### src/rtl/bitwise_operand_loader_if.sv
// Operand-staging bus between the nibble source / AND-array side and
// bitwise_operand_loader. nibble_par only exists when PARITY_CHECK_EN is defined.
interface bitwise_operand_loader_if #(
   parameter int WIDTH = 16
);
   localparam int BEATS = WIDTH / 4;
   localparam int CW    = $clog2(2 * BEATS) + 1;

   logic [3:0]       nibble_in;
   logic             nibble_valid;
`ifdef PARITY_CHECK_EN
   logic             nibble_par;
`endif
   logic             in_ready;
   logic [WIDTH-1:0] a_out;
   logic [WIDTH-1:0] b_out;
   logic             op_valid;
   logic             op_ready;
   logic [CW-1:0]    load_count;
   logic             parity_err;

   // Source / consumer side
   modport master (
`ifdef PARITY_CHECK_EN
      output nibble_par,
`endif
      output nibble_in, nibble_valid, op_ready,
      input  in_ready, a_out, b_out, op_valid, load_count, parity_err
   );

   // Loader side
   modport slave (
`ifdef PARITY_CHECK_EN
      input  nibble_par,
`endif
      input  nibble_in, nibble_valid, op_ready,
      output in_ready, a_out, b_out, op_valid, load_count, parity_err
   );
endinterface

### src/rtl/bitwise_operand_loader.sv
// bitwise_operand_loader: assembles operand A then operand B from a stream of
// LSB-first nibbles and presents both as a stable pair to the AND array.
// Optional feature macro: PARITY_CHECK_EN (even-parity check on each nibble).
module bitwise_operand_loader #(
   parameter int WIDTH = 16
) (
   input  logic                    clk,
   input  logic                    reset,
   input  logic                    clear,
   bitwise_operand_loader_if.slave bus
);
   localparam int BEATS = WIDTH / 4;
   localparam int CW    = $clog2(2 * BEATS) + 1;
   localparam logic [CW-1:0] LAST_A = CW'(BEATS - 1);
   localparam logic [CW-1:0] LAST_B = CW'(2 * BEATS - 1);

   typedef enum logic [1:0] {LOAD_A, LOAD_B, PRESENT} state_t;

   state_t           state;
   logic [WIDTH-1:0] sr;
   logic [WIDTH-1:0] sr_next;
   logic [WIDTH-1:0] a_hold;
   logic [CW-1:0]    count;
   logic             handshake;
   logic             bad_par;

   assign bus.in_ready   = (state != PRESENT);
   assign bus.load_count = count;
   assign handshake      = bus.nibble_valid && bus.in_ready;
   assign sr_next        = {bus.nibble_in, sr[WIDTH-1:4]};

`ifdef PARITY_CHECK_EN
   assign bad_par = ^{bus.nibble_in, bus.nibble_par};
`else
   assign bad_par = 1'b0;
`endif

   // Shift every offered nibble in; dropped ones are harmless because each
   // operand takes exactly BEATS shifts after the count restarts at 0.
   always_ff @(posedge clk) begin
      if (handshake)
         sr <= sr_next;
   end

   // Load/present state machine with registered outputs and abort priority.
   always_ff @(posedge clk) begin
      if (reset) begin
         state          <= LOAD_A;
         count          <= '0;
         a_hold         <= '0;
         bus.a_out      <= '0;
         bus.b_out      <= '0;
         bus.op_valid   <= 1'b0;
         bus.parity_err <= 1'b0;
      end else begin
         bus.parity_err <= 1'b0;
         if (clear) begin
            state        <= LOAD_A;
            count        <= '0;
            bus.op_valid <= 1'b0;
         end else if (handshake && bad_par) begin
            state          <= LOAD_A;
            count          <= '0;
            bus.op_valid   <= 1'b0;
            bus.parity_err <= 1'b1;
         end else begin
            case (state)
               LOAD_A: begin
                  if (handshake) begin
                     count <= count + 1'b1;
                     if (count == LAST_A) begin
                        a_hold <= sr_next;
                        state  <= LOAD_B;
                     end
                  end
               end
               LOAD_B: begin
                  if (handshake) begin
                     count <= count + 1'b1;
                     if (count == LAST_B) begin
                        bus.a_out    <= a_hold;
                        bus.b_out    <= sr_next;
                        bus.op_valid <= 1'b1;
                        state        <= PRESENT;
                     end
                  end
               end
               PRESENT: begin
                  if (bus.op_valid && bus.op_ready) begin
                     bus.op_valid <= 1'b0;
                     count        <= '0;
                     state        <= LOAD_A;
                  end
               end
               default: state <= LOAD_A;
            endcase
         end
      end
   end
endmodule

### src/flat_wrapper.sv
// flat-port wrapper written by rule: the top's interface ports become plain ports
module bitwise_operand_loader_flat 
#(
   parameter int WIDTH = 16
)
  (clk, reset, clear, bus_nibble_in, bus_nibble_valid, bus_op_ready, bus_in_ready, bus_a_out, bus_b_out, bus_op_valid, bus_load_count, bus_parity_err);
  bitwise_operand_loader_if #(.WIDTH(WIDTH)) bus_i ();
  input  logic clk;
  input  logic reset;
  input  logic clear;
  input wire logic [$bits(bus_i.nibble_in)-1:0] bus_nibble_in;
  input wire logic [$bits(bus_i.nibble_valid)-1:0] bus_nibble_valid;
  input wire logic [$bits(bus_i.op_ready)-1:0] bus_op_ready;
  output wire logic [$bits(bus_i.in_ready)-1:0] bus_in_ready;
  output wire logic [$bits(bus_i.a_out)-1:0] bus_a_out;
  output wire logic [$bits(bus_i.b_out)-1:0] bus_b_out;
  output wire logic [$bits(bus_i.op_valid)-1:0] bus_op_valid;
  output wire logic [$bits(bus_i.load_count)-1:0] bus_load_count;
  output wire logic [$bits(bus_i.parity_err)-1:0] bus_parity_err;
  assign bus_i.nibble_in = bus_nibble_in;
  assign bus_i.nibble_valid = bus_nibble_valid;
  assign bus_i.op_ready = bus_op_ready;
  assign bus_in_ready = bus_i.in_ready;
  assign bus_a_out = bus_i.a_out;
  assign bus_b_out = bus_i.b_out;
  assign bus_op_valid = bus_i.op_valid;
  assign bus_load_count = bus_i.load_count;
  assign bus_parity_err = bus_i.parity_err;
  bitwise_operand_loader #(.WIDTH(WIDTH)) u_core (.clk(clk), .reset(reset), .clear(clear), .bus(bus_i));
endmodule
### config.mk
export PLATFORM = sky130hd
export DESIGN_NAME = bitwise_operand_loader_flat
export DESIGN_NICKNAME = d
export VERILOG_FILES = /design/src/rtl/bitwise_operand_loader_if.sv /design/src/rtl/bitwise_operand_loader.sv /design/src/flat_wrapper.sv
export SDC_FILE = /design/constraint.sdc
export NUM_CORES = 1
export LEC_CHECK = 0
export ABC_AREA = 1
export CAP_MARGIN = 20
export CORE_MARGIN = 2
export CORE_UTILIZATION = 51
export CTS_CLUSTER_SIZE = 20
export DETAILED_ROUTE_END_ITERATION = 16
export GPL_TIMING_DRIVEN = 0
export PLACE_DENSITY = 0.81
export SLEW_MARGIN = 20
export SYNTH_ARGS = -nofsm -noshare
export SYNTH_HDL_FRONTEND = slang
export SYNTH_SLANG_ARGS = --single-unit
export TNS_END_PERCENT = 20
### constraint.sdc
create_clock -name clk -period 1.8 [get_ports clk]
set_input_delay 0.45 -clock clk [delete_from_list [all_inputs] [get_ports clk]]
set_output_delay 0.45 -clock clk [all_outputs]
set_load 0.01 [all_outputs]
=== Word level (Yosys, flattened, before mapping) ===
Cells that the tools add are included.

* Register bits: 71
* Latch bits: 0
* RAM bits: 0
* ROM bits: 0
* Bits of input ports: 9
* Output and inout port bits: 39
* Logic and storage cells: 45
* Memories: 0

* Add/subtract/negate cells: 1
* $mul: 0
* Divide/modulo/power cells: 0
* $lt $le $gt $ge: 0
* Eq/ne operators: 11
* Shift operators: 0
* Multiplexer cells: 13
* Bitwise gates (word level): 1
* Reduce and logical (&&, ||, !) cells: 12

{| class="wikitable"
|+ Operators by type and width
! kind !! number
|-
| 2-bit by 1-bit != test with 1-bit output, second input constant || 6
|-
| 4-bit AND reduction || 3
|-
| 2-bit two-way mux || 5
|-
| 4-bit two-way mux || 2
|-
| 4-bit case mux with 2 select lines || 1
|-
| 2-bit case mux with 3 select lines || 1
|-
| 5-bit AND reduction || 1
|-
| 4-bit by 1-bit adder with 4-bit output, second input constant || 1
|-
| 4-bit by 2-bit == test with 1-bit output, second input constant || 1
|-
| 4-bit by 3-bit == test with 1-bit output, second input constant || 1
|-
| 2-bit nonzero test || 2
|-
| 2-bit OR reduction || 2
|-
| 1-bit two-way mux || 3
|-
| 3-bit AND reduction || 1
|-
| 2-bit by 1-bit == test with 1-bit output, second input constant || 1
|-
| 2-bit == test, second input constant || 1
|-
| 1-bit logical AND || 2
|-
| 2-bit logical NOT || 1
|-
| 2-bit != test, second input constant || 1
|-
| 1-bit case mux with 2 select lines || 1
|-
| 1-bit NOT || 1
|}

=== Logic depth before layout (Yosys ltp) ===
* Word-level depth: 4
* Mapped depth: 8
* Mapped depth without buffers: 8

=== Worst setup path after synthesis ===
OpenSTA, ideal clock, no wires.

* Kind: reg2reg
* Start: register u_core.count[0], in the netlist u_core.bus.load_count[0]
* End: register u_core.bus.a_out[0]
* Library setup time: 136 ps
* Arrival time: 1320 ps
* Required time: 1664 ps
* Path slack: 344 ps
* Cell stages (with the launch flop): 8
* Path buffers: 1
* Clock period less this slack: 1456 ps
* Cells stage by stage: dfxtp_1 -> ha_1 -> nand3_4 -> inv_1 -> nand3_2 -> buf_2 -> nand2_1 -> a21oi_2

* Longest elaborated chain between the ends: 2

{| class="wikitable"
|+ Ends and longest elaborated chain
! element !! line !! text
|-
| from (decl) || bitwise_operand_loader.sv:23 || <nowiki>logic [CW-1:0] count;</nowiki>
|-
| from (signal assigned) || bitwise_operand_loader.sv:70 || <nowiki>count <= count + 1'b1;</nowiki>
|-
| from (signal assigned) || bitwise_operand_loader.sv:79 || <nowiki>count <= count + 1'b1;</nowiki>
|-
| 4-bit by 3-bit == test with 1-bit output || bitwise_operand_loader.sv:80 || <nowiki>if (count == LAST_B) begin</nowiki>
|-
| 4-bit AND reduction (no source line) || -- ||
|-
| to (signal assigned) || bitwise_operand_loader.sv:81 || <nowiki>bus.a_out <= a_hold;</nowiki>
|-
| to (decl) || bitwise_operand_loader_if.sv:37 || <nowiki>output in_ready, a_out, b_out, op_valid, load_count, parity_err</nowiki>
|}

Every way passes these cells.
A chain may end at the register's enable or synchronous reset.

=== Final worst setup path ===
* Start: register u_core.count[3], in the netlist u_core.bus.load_count[3]
* End: output bus_load_count[3]

{| class="wikitable"
|+ RTL lines
! element !! line !! text
|-
| to (decl) || flat_wrapper.sv:18 || <nowiki>output wire logic [$bits(bus_i.load_count)-1:0] bus_load_count;</nowiki>
|}

No word-level cell between the ends.

==> flow_metrics.tcl <==
set metrics [dict create \
    status "finished clean" \
    synthCells 318 \
    cts_tree "yes" \
    grt_pass1_vias 1896 \
    gp_congestion 0.825 \
    syn_avg_cell_area_sq_um 8.19 \
    cts_buffers 9 \
    synth_xor_area_frac 0 \
    post_cts_buffers 0 \
    start_kind "flop" \
    synth_top_family_by_area "simple AND/OR/NAND/NOR gates" \
    vdd_drop_max_mv 0.531 \
    maxCapViolCount 0 \
    ctsHoldBuffers 0 \
    start_util 0.520 \
    end_kind "output port" \
    worst_path_max_delay_cell "clkdlybuf4s50_1" \
    die_w_um 75.5 \
    yosys-top-cells-area "dfxtp_1 (42%), nand2_1 (16%), edfxtp_1 (14%)" \
    slew-limit-headroom 0.585 \
    drt-vias-per-instance 4.72 \
    finalCritPeriodShare 0.971 \
    clockRootBuffer "clkbuf_8" \
    grt_pass1_wl_um 8710 \
    ys.flop_type "dfxtp_1" \
    p_leak_nw 1.37 \
    worstMarginPinSlew_ns 0.622 \
    synth_edf_count 12 \
    drt_iter0_markers 133 \
    io_pins 48 \
    synthAdderAreaFrac 0.00480 \
    multiInputGateArea_sq_um 952 \
    worst-setup-path-type "reg -> out" \
    critPathMaxStageDelay_ns 0.56 \
    drc 0 \
    cts_buffer_depth 2 \
    synth-seq-area-share 0.561 \
    dr.pass1.iters 4 \
    synthSimpleGateAreaFrac 0.268 \
    num_rows 26 \
    grt_overflow_total 0 \
    hold_ws_ns 0.462 \
    fin_nets 384 \
    post_dp_cell_area_sq_mm 0.00314 \
    post-route-min-period_ns 1.75 \
    wl_um 5340 \
    crit_fanout 4 \
    synth_nets 328 \
    synthDominantCellAreaShare 0.423 \
    antennaDiodeCount 0 \
    post-place-ws_ns -0.421 \
    fp.dieH_um 75.5 \
    crit_required_ns 1.35 \
    dp_hpwl_um 3640 \
    powerDensity_mw_per_mm2 903 \
    areaGrowthSynthToFinish_pct 29.9 \
    grt_max_degree 13 \
    critPathArrivalTime_ns 1.30 \
    io_buffers 45 \
    fin_skew_ns 0.00840 \
    worstPathCellList "clkdlybuf4s50_1" \
    fmax_mhz 572 \
    clk_pin_slew_ns 0.07 \
    critPathTopFamily "buffers and inverters" \
    drive_gt1_frac 0.124 \
    insertion_delay_ns 0.34 \
    drv_slew 0 \
    core_area_sq_mm 0.00501 \
    antenna_found_initial 0 \
    synth.largest_area_cell "dfxtp_1" \
    wire_per_inst_um 11.9 \
    setup_viol_count_final 0 \
    regArea_sq_mm 0.00147 \
    async_flop_share 0 \
    finalWorstSetupSlack_ns 0.0518 \
    cts-htree-levels 3 \
    fillers 440 \
    synth_compound_area_frac 0.0879 \
    syn_area_sq_mm 0.00260 \
    yosysWarningCount 0 \
    antenna_left 0 \
    rsz0062_at_grt "false" \
    crit_buf_inv 1 \
    cts.sinks 67 \
    via_count 2121 \
    dieArea_sq_mm 0.00570 \
    synth_cell_types 28 \
    final_area_sq_mm 0.00338 \
    ys_seq_elements 67 \
    hold_viol_final 0 \
    synthMuxAreaShare 0 \
    min_path_type "reg -> reg" \
    track_usage 0.207 \
]
final cells by class:
cell class,instances,share of cell area
inverter,29,0.0322
clock inverter,4,0.0211
tap,70,0.0259
sequential,67,0.433
buffer,15,0.0266
clock buffer,12,0.0459
multi-input combinational,207,0.281
timing repair buffer,45,0.134
registers in the layout, summed over array words and instances, names as in the netlist:
signal,count
u_core.a_hold,16
u_core.bus.a_out,16
u_core.bus.b_out,16
u_core.sr,12
u_core.bus.load_count,4
u_core.state,2
u_core.bus.op_valid,1
logic make-up (layout without fill, tap and decap cells):
| logic type | after synthesis | count (layout) |
|---|---|---|
| buffers and inverters | 44 | 105 |
| AND/OR/NAND/NOR | 165 | 165 |
| flip-flops | 67 | 67 |
| other | 1 | 1 |
| adder cells (fa/ha/maj) | 1 | 1 |
| AO/OA/AOI/OAI | 40 | 40 |
through the flow:
stage | cells | setup TNS (ns) | total power [mW] | utilization
after floorplan | 318 | 0 | 1.63 | -
after global placement | 433 | -7.07 | 1.67 | 0.627
after detailed placement | 433 | -7.32 | 1.67 | 0.627
after CTS | 449 | 0 | 3.07 | 0.675
after global routing | 449 | 0 | 3.14 | 0.675
final | 449 | 0 | 3.06 | 0.675
routing by layer:
metal	part of all wire	vias to the layer above	routed length (um)	global-route usage
met5	0	-	0	0
met4	0.015	0	78	0.0741
met3	0.052	6	278	0.0701
met2	0.46	45	2470	0.326
met1	0.47	972	2520	0.266
li1	-	1098	-	-
Yosys cell counts, types with 2 or more instances:
library cell / count
nand2_1: 110
edfxtp_1: 12
inv_1: 27
a21oi_1: 30
buf_6: 3
inv_2: 2
nor2_1: 40
clkbuf_1: 4
nand4_1: 3
dfxtp_1: 55
o21ai_0: 2
buf_2: 6
a21oi_2: 7
nand3_1: 3
report_power, final:
group / switching, mW / internal (mW) / leakage (nW)
clock network: 0.560 / 0.855 / 0.117
registers: 0.0184 / 1.55 / 0.562
logic: 0.0469 / 0.0250 / 0.694
total: 0.626 / 2.43 / 1.37
what timing repair did:
item                                    in CTS  in global routing
gates resized for setup                      6                  2
endpoints found under the setup margin      14                  2
gates cloned                                 0                  0
endpoints found under the hold margin        0                  0
worst paths after layout:
check | slack [ns] | startpoint | cells after the start | endpoint
worst min register to register | 0.46 | u_core.a_hold[14] | 2 | u_core.bus.a_out[14]
worst max-delay path | 0.05 | u_core.bus.load_count[3] | 1 | bus_load_count[3]
worst max register to register | 0.20 | u_core.bus.load_count[1] | 7 | u_core.bus.a_out[13]
worst min-delay path | 0.46 | u_core.a_hold[14] | 2 | u_core.bus.a_out[14]
cells in the final DEF, fill, tap and decap left out:
master / n
nand2_1: 110
dfxtp_1: 51
clkdlybuf4s50_1: 43
nor2_1: 39
a21oi_1: 30
inv_1: 27
edfxtp_1: 12
clkbuf_8: 11
a21oi_2: 7
buf_2: 6
clkbuf_1: 5
dfxtp_2: 4
buf_6: 3
nand4_1: 3
nand3_1: 3
inv_2: 2
nor2_4: 2
o21ai_0: 2
bufinv_16: 2
nand3_4: 1
nand2_2: 1
nand2_4: 1
nor2_8: 1
nand3_2: 1
nand4_2: 1
buf_1: 1
nor2_2: 1
nand3b_1: 1
a21boi_1: 1
ha_1: 1
buf_4: 1
conb_1: 1
inv_4: 1
clkinv_2: 1
dlygate4sd2_1: 1
dlymetal6s2s_1: 1
(Power assumes the default switching activity.)
